$ cat src/rtl/trace_collector_if.sv
`default_nettype none
// ============================================================================
// trace_collector_if : retire-trace capture inputs and FWFT drain bus | Rev 1.0
// ============================================================================
interface trace_collector_if #(
  parameter int DEPTH                    = 8,
  parameter int PC_WIDTH                 = 64,
  parameter int DELTA_WIDTH              = 16,
  parameter int RISC_V_INSTRUCTION_WIDTH = 32
);
  localparam int c_data_w = DELTA_WIDTH + PC_WIDTH + RISC_V_INSTRUCTION_WIDTH;
  localparam int c_cnt_w  = $clog2(DEPTH) + 1;

  logic                                pc_valid;
  logic [PC_WIDTH-1:0]                 pc;
  logic [RISC_V_INSTRUCTION_WIDTH-1:0] instr;
  logic                                drop_instr;
  logic                                en;
  logic                                clear;
  logic                                m_valid;
  logic                                m_ready;
  logic [c_data_w-1:0]                 m_data;
  logic [c_cnt_w-1:0]                  fifo_count;
  logic                                almost_full;
  logic                                overflow;
  logic [15:0]                         lost_cnt;

  modport slave (
    input  pc_valid, pc, instr, drop_instr, en, clear, m_ready,
    output m_valid, m_data, fifo_count, almost_full, overflow, lost_cnt
  );

  modport master (
    output pc_valid, pc, instr, drop_instr, en, clear, m_ready,
    input  m_valid, m_data, fifo_count, almost_full, overflow, lost_cnt
  );
endinterface
`default_nettype wire

$ cat src/rtl/trace_collector.sv
`default_nettype none
// ============================================================================
// trace_collector : retire-trace FWFT FIFO with cycle deltas and loss marking
// Rev 1.0
// ============================================================================
module trace_collector #(
  parameter int DEPTH       = 8,
  parameter int PC_WIDTH    = 64,
  parameter int DELTA_WIDTH = 16
) (
  input  wire logic        clk,
  input  wire logic        rst_n,
  trace_collector_if.slave bus
);
  localparam int c_instr_w = 32;
  localparam int c_addr_w  = $clog2(DEPTH);
  localparam int c_cnt_w   = c_addr_w + 1;
  localparam int c_data_w  = DELTA_WIDTH + PC_WIDTH + c_instr_w;

  typedef enum logic [0:0] {
    S_COLLECT = 1'b0,
    S_OVF     = 1'b1
  } state_t;

  state_t                 r_state;
  state_t                 w_state_nxt;

  logic [c_data_w-1:0]    r_mem [DEPTH];
  logic [c_addr_w-1:0]    r_wr_ptr;
  logic [c_addr_w-1:0]    r_rd_ptr;
  logic [c_cnt_w-1:0]     r_count;
  logic [DELTA_WIDTH-1:0] r_delta;
  logic                   r_overflow;
  logic [15:0]            r_lost;

  logic                   w_attempt;
  logic                   w_full;
  logic                   w_pop;
  logic                   w_push;
  logic                   w_lose;
  logic [DELTA_WIDTH-1:0] w_delta_wr;

  assign w_attempt = bus.en & bus.pc_valid & ~bus.drop_instr;
  assign w_full    = (r_count == c_cnt_w'(DEPTH));
  assign w_pop     = (r_count != '0) & bus.m_ready;
  // A full FIFO still takes the item when the head leaves on the same edge.
  assign w_push    = w_attempt & (~w_full | w_pop);
  assign w_lose    = w_attempt & ~w_push;

  always_ff @(posedge clk or negedge rst_n) begin
    if (!rst_n) begin
      r_state <= S_COLLECT;
    end else begin
      r_state <= w_state_nxt;
    end
  end

  // The first item stored after a loss carries an all-ones delta as a gap marker.
  always_comb begin
    w_state_nxt = r_state;
    w_delta_wr  = r_delta;
    case (r_state)
      S_COLLECT: begin
        if (w_lose) begin
          w_state_nxt = S_OVF;
        end
      end
      S_OVF: begin
        w_delta_wr = '1;
        if (w_push) begin
          w_state_nxt = S_COLLECT;
        end
      end
      default: w_state_nxt = S_COLLECT;
    endcase
    if (bus.clear) begin
      w_state_nxt = S_COLLECT;
    end
  end

  always_ff @(posedge clk or negedge rst_n) begin
    if (!rst_n) begin
      r_wr_ptr   <= '0;
      r_rd_ptr   <= '0;
      r_count    <= '0;
      r_delta    <= '0;
      r_overflow <= 1'b0;
      r_lost     <= '0;
    end else if (bus.clear) begin
      r_wr_ptr   <= '0;
      r_rd_ptr   <= '0;
      r_count    <= '0;
      r_delta    <= '0;
      r_overflow <= 1'b0;
      r_lost     <= '0;
    end else begin
      if (w_push) begin
        r_wr_ptr <= r_wr_ptr + c_addr_w'(1);
      end
      if (w_pop) begin
        r_rd_ptr <= r_rd_ptr + c_addr_w'(1);
      end
      case ({w_push, w_pop})
        2'b10:   r_count <= r_count + c_cnt_w'(1);
        2'b01:   r_count <= r_count - c_cnt_w'(1);
        default: r_count <= r_count;
      endcase
      if (w_push) begin
        r_delta <= DELTA_WIDTH'(1);
      end else if (r_delta != '1) begin
        r_delta <= r_delta + DELTA_WIDTH'(1);
      end
      if (w_lose) begin
        r_overflow <= 1'b1;
        if (r_lost != 16'hFFFF) begin
          r_lost <= r_lost + 16'd1;
        end
      end
    end
  end

  always_ff @(posedge clk) begin
    if (w_push && !bus.clear) begin
      r_mem[r_wr_ptr] <= {w_delta_wr, bus.pc, bus.instr};
    end
  end

  assign bus.m_valid     = (r_count != '0);
  assign bus.m_data      = r_mem[r_rd_ptr];
  assign bus.fifo_count  = r_count;
  assign bus.almost_full = (r_count >= c_cnt_w'(DEPTH - 2));
  assign bus.overflow    = r_overflow;
  assign bus.lost_cnt    = r_lost;
endmodule
`default_nettype wire

$ cat src/flat_wrapper.sv
// flat-port wrapper written by rule: the top's interface ports become plain ports
module trace_collector_flat 
#(
  parameter int DEPTH       = 8,
  parameter int PC_WIDTH    = 64,
  parameter int DELTA_WIDTH = 16
)
  (clk, rst_n, bus_pc_valid, bus_pc, bus_instr, bus_drop_instr, bus_en, bus_clear, bus_m_ready, bus_m_valid, bus_m_data, bus_fifo_count, bus_almost_full, bus_overflow, bus_lost_cnt);
  trace_collector_if #(.DEPTH(DEPTH), .PC_WIDTH(PC_WIDTH), .DELTA_WIDTH(DELTA_WIDTH)) bus_i ();
  input  wire logic clk;
  input  wire logic rst_n;
  input wire logic [$bits(bus_i.pc_valid)-1:0] bus_pc_valid;
  input wire logic [$bits(bus_i.pc)-1:0] bus_pc;
  input wire logic [$bits(bus_i.instr)-1:0] bus_instr;
  input wire logic [$bits(bus_i.drop_instr)-1:0] bus_drop_instr;
  input wire logic [$bits(bus_i.en)-1:0] bus_en;
  input wire logic [$bits(bus_i.clear)-1:0] bus_clear;
  input wire logic [$bits(bus_i.m_ready)-1:0] bus_m_ready;
  output wire logic [$bits(bus_i.m_valid)-1:0] bus_m_valid;
  output wire logic [$bits(bus_i.m_data)-1:0] bus_m_data;
  output wire logic [$bits(bus_i.fifo_count)-1:0] bus_fifo_count;
  output wire logic [$bits(bus_i.almost_full)-1:0] bus_almost_full;
  output wire logic [$bits(bus_i.overflow)-1:0] bus_overflow;
  output wire logic [$bits(bus_i.lost_cnt)-1:0] bus_lost_cnt;
  assign bus_i.pc_valid = bus_pc_valid;
  assign bus_i.pc = bus_pc;
  assign bus_i.instr = bus_instr;
  assign bus_i.drop_instr = bus_drop_instr;
  assign bus_i.en = bus_en;
  assign bus_i.clear = bus_clear;
  assign bus_i.m_ready = bus_m_ready;
  assign bus_m_valid = bus_i.m_valid;
  assign bus_m_data = bus_i.m_data;
  assign bus_fifo_count = bus_i.fifo_count;
  assign bus_almost_full = bus_i.almost_full;
  assign bus_overflow = bus_i.overflow;
  assign bus_lost_cnt = bus_i.lost_cnt;
  trace_collector #(.DEPTH(DEPTH), .PC_WIDTH(PC_WIDTH), .DELTA_WIDTH(DELTA_WIDTH)) u_core (.clk(clk), .rst_n(rst_n), .bus(bus_i));
endmodule
$ cat config.mk
export PLATFORM = sky130hd
export DESIGN_NAME = trace_collector_flat
export DESIGN_NICKNAME = d
export VERILOG_FILES = /design/src/rtl/trace_collector_if.sv /design/src/rtl/trace_collector.sv /design/src/flat_wrapper.sv
export SDC_FILE = /design/constraint.sdc
export NUM_CORES = 1
export LEC_CHECK = 0
export ABC_AREA = 1
export BUFFER_PORTS_ARGS = -buffer_cell sky130_fd_sc_hd__buf_4
export CAP_MARGIN = 25
export CORE_ASPECT_RATIO = 0.7
export CORE_MARGIN = 1
export CORE_UTILIZATION = 55
export CTS_BUF_LIST = sky130_fd_sc_hd__clkbuf_8
export CTS_CLUSTER_DIAMETER = 50
export DETAILED_ROUTE_END_ITERATION = 10
export MAX_ROUTING_LAYER = met4
export PLACE_DENSITY = 0.76
export SYNTH_ARGS = -nofsm -noshare
export SYNTH_HDL_FRONTEND = slang
export SYNTH_SLANG_ARGS = --single-unit
$ cat constraint.sdc
create_clock -name clk -period 8.57 [get_ports clk]
set_input_delay 1.2855 -clock clk [delete_from_list [all_inputs] [get_ports clk]]
set_output_delay 1.2855 -clock clk [all_outputs]
set_load 0.02 [all_outputs]
==> impl_metrics.env <==
export IMPL_setup_viol=0
export IMPL_maxSlewViolCount=0
export IMPL_period_share_pct=69.2
export IMPL_p_int_mw=7.16
export IMPL_htreeDepth=4
export IMPL_antenna_found_initial=4
export IMPL_n_fill_cell=4791
export IMPL_drcViolationCount=0
export IMPL_max_freq_mhz=169
export IMPL_wl_um=83800
export IMPL_synth_area_per_cell_um2=12.9
export IMPL_async_flop_share_pct=4.68
export IMPL_routedWlPerCell_um=20.3
export IMPL_required_ns=7.28
export IMPL_ir_drop_mv=0.196
export IMPL_grt_usage_pct=25.0
export IMPL_rsz0062_at_grt="no"
export IMPL_path_class="register to primary output"
export IMPL_routed_via_count=24000
export IMPL_powerDensity_nw_per_um2=232
export IMPL_final_layout_size_suffix_gt1_share_pct=15.0
export IMPL_critPathSlowestCell="dfrtp_4"
export IMPL_synth_edf_count=896
export IMPL_yosys_register_bits=940
export IMPL_gp_congestion=0.842
export IMPL_synth_seq_area_share_pct=74.8
export IMPL_core_um2=66900
export IMPL_ff_latch_area_um2=28000
export IMPL_status="finished clean"
export IMPL_synthDistinctLibCells=43
export IMPL_placed_area_um2=39500
export IMPL_nets=3242
export IMPL_worstPathMaxFanout=243
export IMPL_cp_top_family="buffers and inverters"
export IMPL_start_kind="register"
export IMPL_relSlewSlack_pct=25.0
export IMPL_power_mw=9.75
export IMPL_antenna_left=0
export IMPL_synth_top_flop_cell="edfxtp_1"
export IMPL_design_area_um2=42100
export IMPL_p_clk_share_pct=34.0
export IMPL_p_comb_share_pct=13.7
export IMPL_hp_class="register to register"
export IMPL_worstPathCellList="clkinv_8, buf_4, buf_12, o21ai_1, o22ai_1, nor2_1, a31oi_1, buf_4"
export IMPL_syn2layout_area_growth_pct=12.3
export IMPL_p_switching_mw=2.59
export IMPL_die_h_um=220
export IMPL_syn_num_nets=3009
export IMPL_num_io_pins=238
export IMPL_cts_buffers=140
export IMPL_cts_hold_buf=0
export IMPL_cts_resized_gates=0
export IMPL_syn_area_um2=37400
export IMPL_crit_top_cell="buf_4"
export IMPL_overflow=0
export IMPL_multi_input_area_um2=8090
export IMPL_finalHoldViolations=0
export IMPL_setup_tns_ns=0
export IMPL_post_cts_setup_buffers=0
export IMPL_clkTransAtPathRegs_ns=0.06
export IMPL_grt_max_degree=244
export IMPL_root_buffer="clkbuf_8"
export IMPL_cpPeakStageDelay_ns=1.05
export IMPL_finClkSkew_ns=0.0400
export IMPL_critPathBufInv=4
export IMPL_start_util_pct=56.0
export IMPL_drtPass1Iterations=6
export IMPL_worst_slew_pin_transition_ns=1.12
export IMPL_crit_arrival_ns=4.64
export IMPL_die_area_um2=69200
export IMPL_hpwl_um=43300
export IMPL_die_w_um=314
export IMPL_row_count=79
export IMPL_pre_cts_ws_ns=3.52
export IMPL_p_sw_share_pct=26.6
export IMPL_cts_tree="done"
export IMPL_grt_pass1_wl_um=128000
export IMPL_p_seq_share_pct=52.3
export IMPL_synth_cells=2900
export IMPL_clkLatencyLatePin_ns=0.79
export IMPL_max_clock_path_buffers=3
export IMPL_portBuffers=237
export IMPL_clock_sinks=940
export IMPL_max_cap_violations=0
export IMPL_via_per_inst=5.80
export IMPL_ys_warnings_count=0
export IMPL_final_util_pct=62.9
export IMPL_end_kind="primary output"
export IMPL_finalWorstSetupSlack_ns=2.64
export IMPL_fin_crit_ns=5.93
export IMPL_first_global_vias=23200
export IMPL_cellLeakagePower_nw=14.7
export IMPL_drtIter0Drc=2564
metrics by stage:
stage | cells | hold WS, ns
2_1_floorplan | 2900 | 0.451
3_3_place_gp | 3881 | 0.472
3_5_place_dp | 3881 | 0.476
4_1_cts | 4127 | 0.476
5_1_grt | 4132 | 0.499
6_report | 4132 | 0.486
power groups by stage:
| stage | registers, mW | clock network (mW) | logic [mW] |
|---|---|---|---|
| after global placement | 5.19 | 0 | 1.28 |
| after CTS | 5.09 | 3.38 | 1.33 |
| after detailed placement | 5.19 | 0 | 1.33 |
| after floorplan | 5.16 | 0 | 0.987 |
| after global routing | 5.09 | 3.59 | 1.46 |
| final | 5.09 | 3.32 | 1.34 |
worst paths after layout:
kind | start | to | slack [ns] | cells after the start
setup / recovery | u_core.r_rd_ptr[0] | bus_m_data[53] | 2.64 | 8
hold / removal | u_core.r_delta[6] | u_core.r_delta[6] | 0.49 | 1
setup reg to reg | u_core.bus.fifo_count[0] | u_core.r_mem[3][39] | 5.09 | 8
hold reg to reg | u_core.r_delta[6] | u_core.r_delta[6] | 0.49 | 1
max in group asynchronous | rst_n | u_core.r_rd_ptr[0] | 7.55 | 1
min in group asynchronous | rst_n | u_core.r_delta[12] | 0.52 | 1
cell usage after synthesis, drive strengths merged (3+ instances only):
cell type | n | area (um2)
nand3 | 34 | 193
o22ai | 112 | 701
a21oi | 16 | 83.8
nand2 | 100 | 395
a31oi | 117 | 732
buf | 109 | 923
clkbuf | 69 | 264
edfxtp | 896 | 26900
xor2 | 6 | 52.6
dfrtp | 44 | 1100
nor3 | 18 | 90.1
nand4 | 16 | 121
nor2 | 823 | 3170
inv | 52 | 208
o21ai | 472 | 2360
o21a | 3 | 22.5
ha | 6 | 75.1
registers in the layout (all words and copies together), names as in the netlist:
register,flops
u_core.r_rd_ptr,3
u_core.bus.lost_cnt,16
u_core.bus.overflow,1
u_core.bus.fifo_count,4
u_core.r_mem,896
u_core.r_wr_ptr,3
u_core.r_delta,16
u_core.r_state,1
area by class of cell:
type	count	area share, %
flip-flops and latches	940	66.6
multi-input cells	1728	19.2
repair buffers	269	4.92
clock buffers	148	4.84
well taps	891	2.65
clock inverters	98	1.19
inverters	54	0.544
diodes	4	0.0238
cell families after synthesis:
| logic type | after synthesis | share of synthesized area, % |
|---|---|---|
| simple gates | 994 | 10.7 |
| xor+xnor | 6 | 0.140 |
| compound gates | 722 | 10.5 |
| flops | 940 | 74.8 |
| buf+inv | 232 | 3.75 |
| fa+ha+maj | 6 | 0.200 |
placed cells by master, fill, tap and decap left out, drive strengths merged, types with 16 or more instances in the layout:
| master | n |
|---|---|
| nand2 | 100 |
| o21ai | 472 |
| a21oi | 16 |
| nand4 | 16 |
| nor3 | 18 |
| o22ai | 112 |
| clkbuf | 148 |
| inv | 100 |
| buf | 269 |
| dfrtp | 44 |
| clkinv | 45 |
| nand3 | 34 |
| nor2 | 823 |
| a31oi | 117 |
| edfxtp | 896 |
layer usage:
metal | wire [um] | track usage [%]
met5 | 0 | -
met4 | 1540 | 8.59
met3 | 6680 | 4.47
met2 | 40300 | 38.9
met1 | 35200 | 33.5
Note: power is estimated with default switching activity, not from simulation.
